File: config.mk
export PLATFORM = sky130hd
export DESIGN_NAME = rupt_priority_arbiter
export DESIGN_NICKNAME = d
export VERILOG_FILES = /design/src/rtl/rupt_priority_arbiter.sv
export SDC_FILE = /design/constraint.sdc
export NUM_CORES = 1
export LEC_CHECK = 0
export ABC_AREA = 0
export CORE_MARGIN = 3
export CORE_UTILIZATION = 45
export DETAILED_ROUTE_END_ITERATION = 10
export GPL_ROUTABILITY_DRIVEN = 1
export HOLD_SLACK_MARGIN = 0.15
export PLACE_DENSITY = 0.79
export SKIP_CTS_REPAIR_TIMING = 1
export SYNTH_ARGS = -nofsm -noshare
export SYNTH_HDL_FRONTEND = slang
export SYNTH_SLANG_ARGS = --single-unit
File: constraint.sdc
create_clock -name SIM_CLK -period 2.15 [get_ports SIM_CLK]
set_input_delay 0.215 -clock SIM_CLK [delete_from_list [all_inputs] [get_ports SIM_CLK]]
set_output_delay 0.215 -clock SIM_CLK [all_outputs]
set_load 0.005 [all_outputs]
File: src/rtl/rupt_priority_arbiter.sv
// AGC interrupt (rupt) arbiter: latches rupt source edges as pending, picks the
// highest-priority one, and handshakes RUPTOR_n/KRPT/RELPLS with the sequence generator.
module rupt_priority_arbiter #(
    parameter int unsigned NRUPT      = 10,
    parameter logic [11:0] VEC_BASE   = 12'o4000,
    parameter int unsigned VEC_STRIDE = 4
) (
    input  logic             SIM_CLK,
    input  logic             SIM_RST,
    input  logic             GOJAM,
    input  logic [NRUPT-1:0] RUPT_REQ,
    input  logic             INHINT,
    input  logic             EXTPND,
    input  logic             OVNHRP,
    input  logic             MNHRPT,
    input  logic             KRPT,
    input  logic             RELPLS,
    output logic             RUPTOR_n,
    output logic [3:0]       RPT_IDX,
    output logic [11:0]      RPT_VEC,
    output logic             RPT_STB,
    output logic             IIP,
    output logic [NRUPT-1:0] PEND
);

    localparam int unsigned IDX_W = 4;
    localparam int unsigned VEC_W = 12;

    typedef enum logic [1:0] {
        ST_IDLE    = 2'd0,
        ST_REQ     = 2'd1,
        ST_SERVICE = 2'd2
    } state_t;

    state_t             state_q;
    state_t             state_d;
    logic [NRUPT-1:0]   req_q;
    logic [NRUPT-1:0]   req_q_d;
    logic [NRUPT-1:0]   req_rise;
    logic [NRUPT-1:0]   sel_mask;
    logic [NRUPT-1:0]   pend_d;
    logic [IDX_W-1:0]   idx_lowest;
    logic [IDX_W-1:0]   idx_d;
    logic               ruptor_n_d;
    logic               stb_d;
    logic               iip_d;
    logic               inhibit;

    assign inhibit  = INHINT | EXTPND | OVNHRP | MNHRPT;
    assign req_rise = RUPT_REQ & ~req_q;
    assign sel_mask = {{(NRUPT-1){1'b0}}, 1'b1} << RPT_IDX;

    // Vector address derives only from the registered index.
    assign RPT_VEC = VEC_BASE + VEC_W'(VEC_STRIDE * (32'(RPT_IDX) + 32'd1));

    // Lowest set pending bit wins; index 0 is the highest priority.
    always_comb begin
        idx_lowest = '0;
        for (int i = int'(NRUPT) - 1; i >= 0; i--) begin
            if (PEND[i]) begin
                idx_lowest = IDX_W'(i);
            end
        end
    end

    // Next state, pending latches and registered outputs.
    always_comb begin
        state_d    = state_q;
        pend_d     = PEND;
        idx_d      = RPT_IDX;
        ruptor_n_d = RUPTOR_n;
        stb_d      = 1'b0;
        iip_d      = IIP;
        req_q_d    = RUPT_REQ;

        if (GOJAM) begin
            state_d    = ST_IDLE;
            pend_d     = '0;
            idx_d      = '0;
            ruptor_n_d = 1'b1;
            iip_d      = 1'b0;
            req_q_d    = '0;
        end else begin
            unique case (state_q)
                ST_IDLE: begin
                    if ((|PEND) && !inhibit) begin
                        idx_d      = idx_lowest;
                        ruptor_n_d = 1'b0;
                        state_d    = ST_REQ;
                    end
                end
                ST_REQ: begin
                    // KRPT outranks a same-cycle inhibit; index stays frozen meanwhile.
                    if (KRPT) begin
                        pend_d     = PEND & ~sel_mask;
                        stb_d      = 1'b1;
                        iip_d      = 1'b1;
                        ruptor_n_d = 1'b1;
                        state_d    = ST_SERVICE;
                    end else if (inhibit) begin
                        ruptor_n_d = 1'b1;
                        state_d    = ST_IDLE;
                    end
                end
                ST_SERVICE: begin
                    if (RELPLS) begin
                        iip_d   = 1'b0;
                        state_d = ST_IDLE;
                    end
                end
                default: begin
                    state_d    = ST_IDLE;
                    ruptor_n_d = 1'b1;
                    iip_d      = 1'b0;
                end
            endcase
            // A new edge wins over a same-cycle clear.
            pend_d = pend_d | req_rise;
        end
    end

    always_ff @(posedge SIM_CLK or negedge SIM_RST) begin
        if (!SIM_RST) begin
            state_q  <= ST_IDLE;
            req_q    <= '0;
            PEND     <= '0;
            RPT_IDX  <= '0;
            RUPTOR_n <= 1'b1;
            RPT_STB  <= 1'b0;
            IIP      <= 1'b0;
        end else begin
            state_q  <= state_d;
            req_q    <= req_q_d;
            PEND     <= pend_d;
            RPT_IDX  <= idx_d;
            RUPTOR_n <= ruptor_n_d;
            RPT_STB  <= stb_d;
            IIP      <= iip_d;
        end
    end

endmodule

==> summary.md <==
| Metric | Value |
|---|---|
| Routed WL | 3.27 mm |
| Post-synthesis cell type count | 34 |
| Lkg Pwr | about 0.00083 uW |
| Number of enable flip-flop cells after synthesis | 0 |
| Run status | finished clean |
| Syn_area_per_cell | roughly 9.7 um2 |
| Most frequent cells in the layout | clkdlybuf4s50_1 (40), dfrtp_1 (26), a21oi_1 (16) |
| VDD IR max | roughly 0.38 mV |
| Clk buf depth | 2 |
| Clk pwr share | between 20% and 30% |
| Wire length per cell | between 10 and 15 um |
| Async S/R FF share, synth | 100% |
| Cells after synthesis | ~150 |
| Mapped Area | roughly 1500 um2 |
| CTS tree | yes |
| Switching pwr | around 270 uW |
| Final Skew | between 10 and 15 ps |
| Fmax | a little under 0.5 GHz |
| Die Ht | between 60 and 70 um |
| First-pass GRT wire length | 5.71 mm |
| Main flop type after synthesis | dfrtp_1 |
| CP Capture Type | output pin |
| Worst Path Max Fanout | 5 |
| CP max stage delay | 490 ps |
| Share of cells above drive strength 1 | between 9 and 10% |
| Hpwl dp | around 2.5 mm |
| First-pass iteration count of the detailed router | 4 |
| Drt drc | 0 |
| Max-cap viol count | 0 |
| Site Rows | 20 |
| Flop pwr share | a little over half |
| Slew Limit Fails | 0 |
| Critical Path RT | approximately 1900 ps |
| Port bufs | 40 |
| Finish-stage setup viols | 0 |
| Slew @ Worst Pin | between 500 and 600 ps |
| CTS H-tree depth | 2 |
| Hold Path Class | in -> async |
| Most common cell after layout, fill and taps aside | clkdlybuf4s50_1 |
| Die outline area | a little under 4000 um2 |
| Internal power | just over 800 uW |
| Crit share post-route | between 90% and 100% |
| Setup TNS | 0 ps |
| Number of synthesized register bits | 29 |
| Sw Ratio | 25.0% |
| Root buf cell | clkbuf_4 |
| CP Class | reg -> out |
| Combinational Power Share | about 16% |
| Initial antenna violation count | 0 |
| Via count | 1,224 |
| Synth warn | 0 |
| DR iter-0 viols | between 50 and 60 |
| ANT cells | 0 |
| Reg2reg setup slack | around 210 ps |
| I/O pin cnt | 48 |
| Clock Sinks | 29 |
| PD cells | 563 nW/um2 |
| Core Box Area | a little over 3000 um2 |
| Die Width | roughly 63 um |
| Via-to-Cell Ratio | a little over 5 |
| Total track usage | 18.7% |
| CTS Buf Count | 5 |
| Crit path arrival time | around 1800 ps |
| Fin util | 63.3% |
| Vias in the first global route | 1,263 |
| Post-layout min period | slightly above 2000 ps |
| Worst-path clk slew | ~90 ps |
| GRT overflow | 0 |
| Initial Util | 47.6% |
| Slew headroom | about 62% |
| RSZ-0062 raised after global routing | no |
| Final ANT Viol Nets | 0 |
| Clock latency on the worst-skew pair | approximately 330 ps |
| Largest net degree at the start of global routing | 30 |
| Final #Nets | 220 |
| Cell Chain, Critical Path | ha_1, ha_1, inv_1, clkdlybuf4s50_1 |
| CP Launch Type | flop |
| Post-synthesis sequential area ratio | around half |
| Worst path most repeated cell | ha_1 |
| Slowest CP cell | clkdlybuf4s50_1 |
| Placer Congestion | a little over 0.8 |
| Area Growth Syn to Fin | 32.9% |
| Final Hold Viols | 0 |
[per-layer routing]
metal  track usage, %  vias to the layer above  wire length, um  part of all wire [%]
met4             9.64                        0               85                   2.6
met5                0                        -                0                     0
met3             6.77                       10              215                   6.6
met2             29.6                       45             1550                    48
met1             22.1                      576             1410                    43
li1                 -                      593                -                     -
[metrics by stage]
stage	total power [uW]	cells	hold WS, ps	cell area, um2	worst slack [ps]
after floorplan	685	156	-80.6	1490	313
after global placement	778	232	482	1890	131
after detailed placement	783	232	490	1890	104
after CTS	1120	239	259	1950	85.9
after global routing	1160	239	283	1950	12.6
final	1100	239	259	1950	112
[worst paths after layout]
| check | cells after the start | from | to |
|---|---|---|---|
| max | 4 | RPT_IDX[0] | RPT_VEC[4] |
| min | 2 | SIM_RST | PEND[6] |
| max reg2reg | 4 | state_q[0] | RPT_IDX[0] |
| min reg2reg | 2 | req_q[9] | PEND[9] |
| max in group asynchronous | 2 | SIM_RST | RUPTOR_n |
| min in group SIM_CLK | 3 | RUPT_REQ[5] | PEND[5] |
[layout make-up]
class | count | area [um2]
fillers | 272 | 1130
clock buffers | 7 | 55.1
repair buffers | 42 | 415
inverters | 11 | 41.3
well taps | 44 | 55.1
multi-input cells | 106 | 653
flip-flops and latches | 29 | 729
[power by group through the flow]
stage,clock [uW],combinational [uW],sequential [uW]
3_3_place_gp,0,169,609
3_5_place_dp,0,173,610
2_1_floorplan,0,81.4,604
4_1_cts,342,174,599
5_1_grt,367,192,605
6_report,325,173,600
[cell usage after synthesis (2+ instances only)]
cell / n / area share, %
or4_1: 2 / 1.0
nand2_1: 4 / 1.0
or2_2: 3 / 1.3
conb_1: 2 / 0.51
o21ai_0: 10 / 3.4
buf_4: 7 / 3.6
dfrtp_1: 28 / 48
o31ai_1: 4 / 2.0
nor2b_1: 10 / 4.3
or3_1: 3 / 1.3
nor2_1: 10 / 2.6
nand3b_1: 2 / 1.0
inv_1: 11 / 2.8
and3_1: 2 / 0.85
nor4_1: 2 / 0.85
or4_4: 2 / 1.5
a21oi_1: 16 / 5.5
clkbuf_1: 2 / 0.51
nand3_1: 2 / 0.68
ha_1: 6 / 5.1
nand2b_1: 10 / 4.3
[logic make-up after synthesis]
group	synth area share (%)
buffers and inverters	7.17
other	0.512
xor gates and xnor gates	0.597
and+or+nand+nor	22.0
AOI/OAI and AO/OA	15.0
adders and majority gates	5.12
DFF	49.6
[registers in the layout, summed over array words and instances, names as in the netlist]
| register | flops |
|---|---|
| IIP | 1 |
| RUPTOR_n | 1 |
| RPT_STB | 1 |
| PEND | 10 |
| state_q | 2 |
| RPT_IDX | 4 |
| req_q | 10 |
[worst max-delay path, delay by kind of cell (launching register included)]
kind	cells	cell delay, ps
adder cells (fa/ha/maj)	2	530
buffers and inverters	2	540
flip-flops	1	430
(Power assumes the default switching activity.)
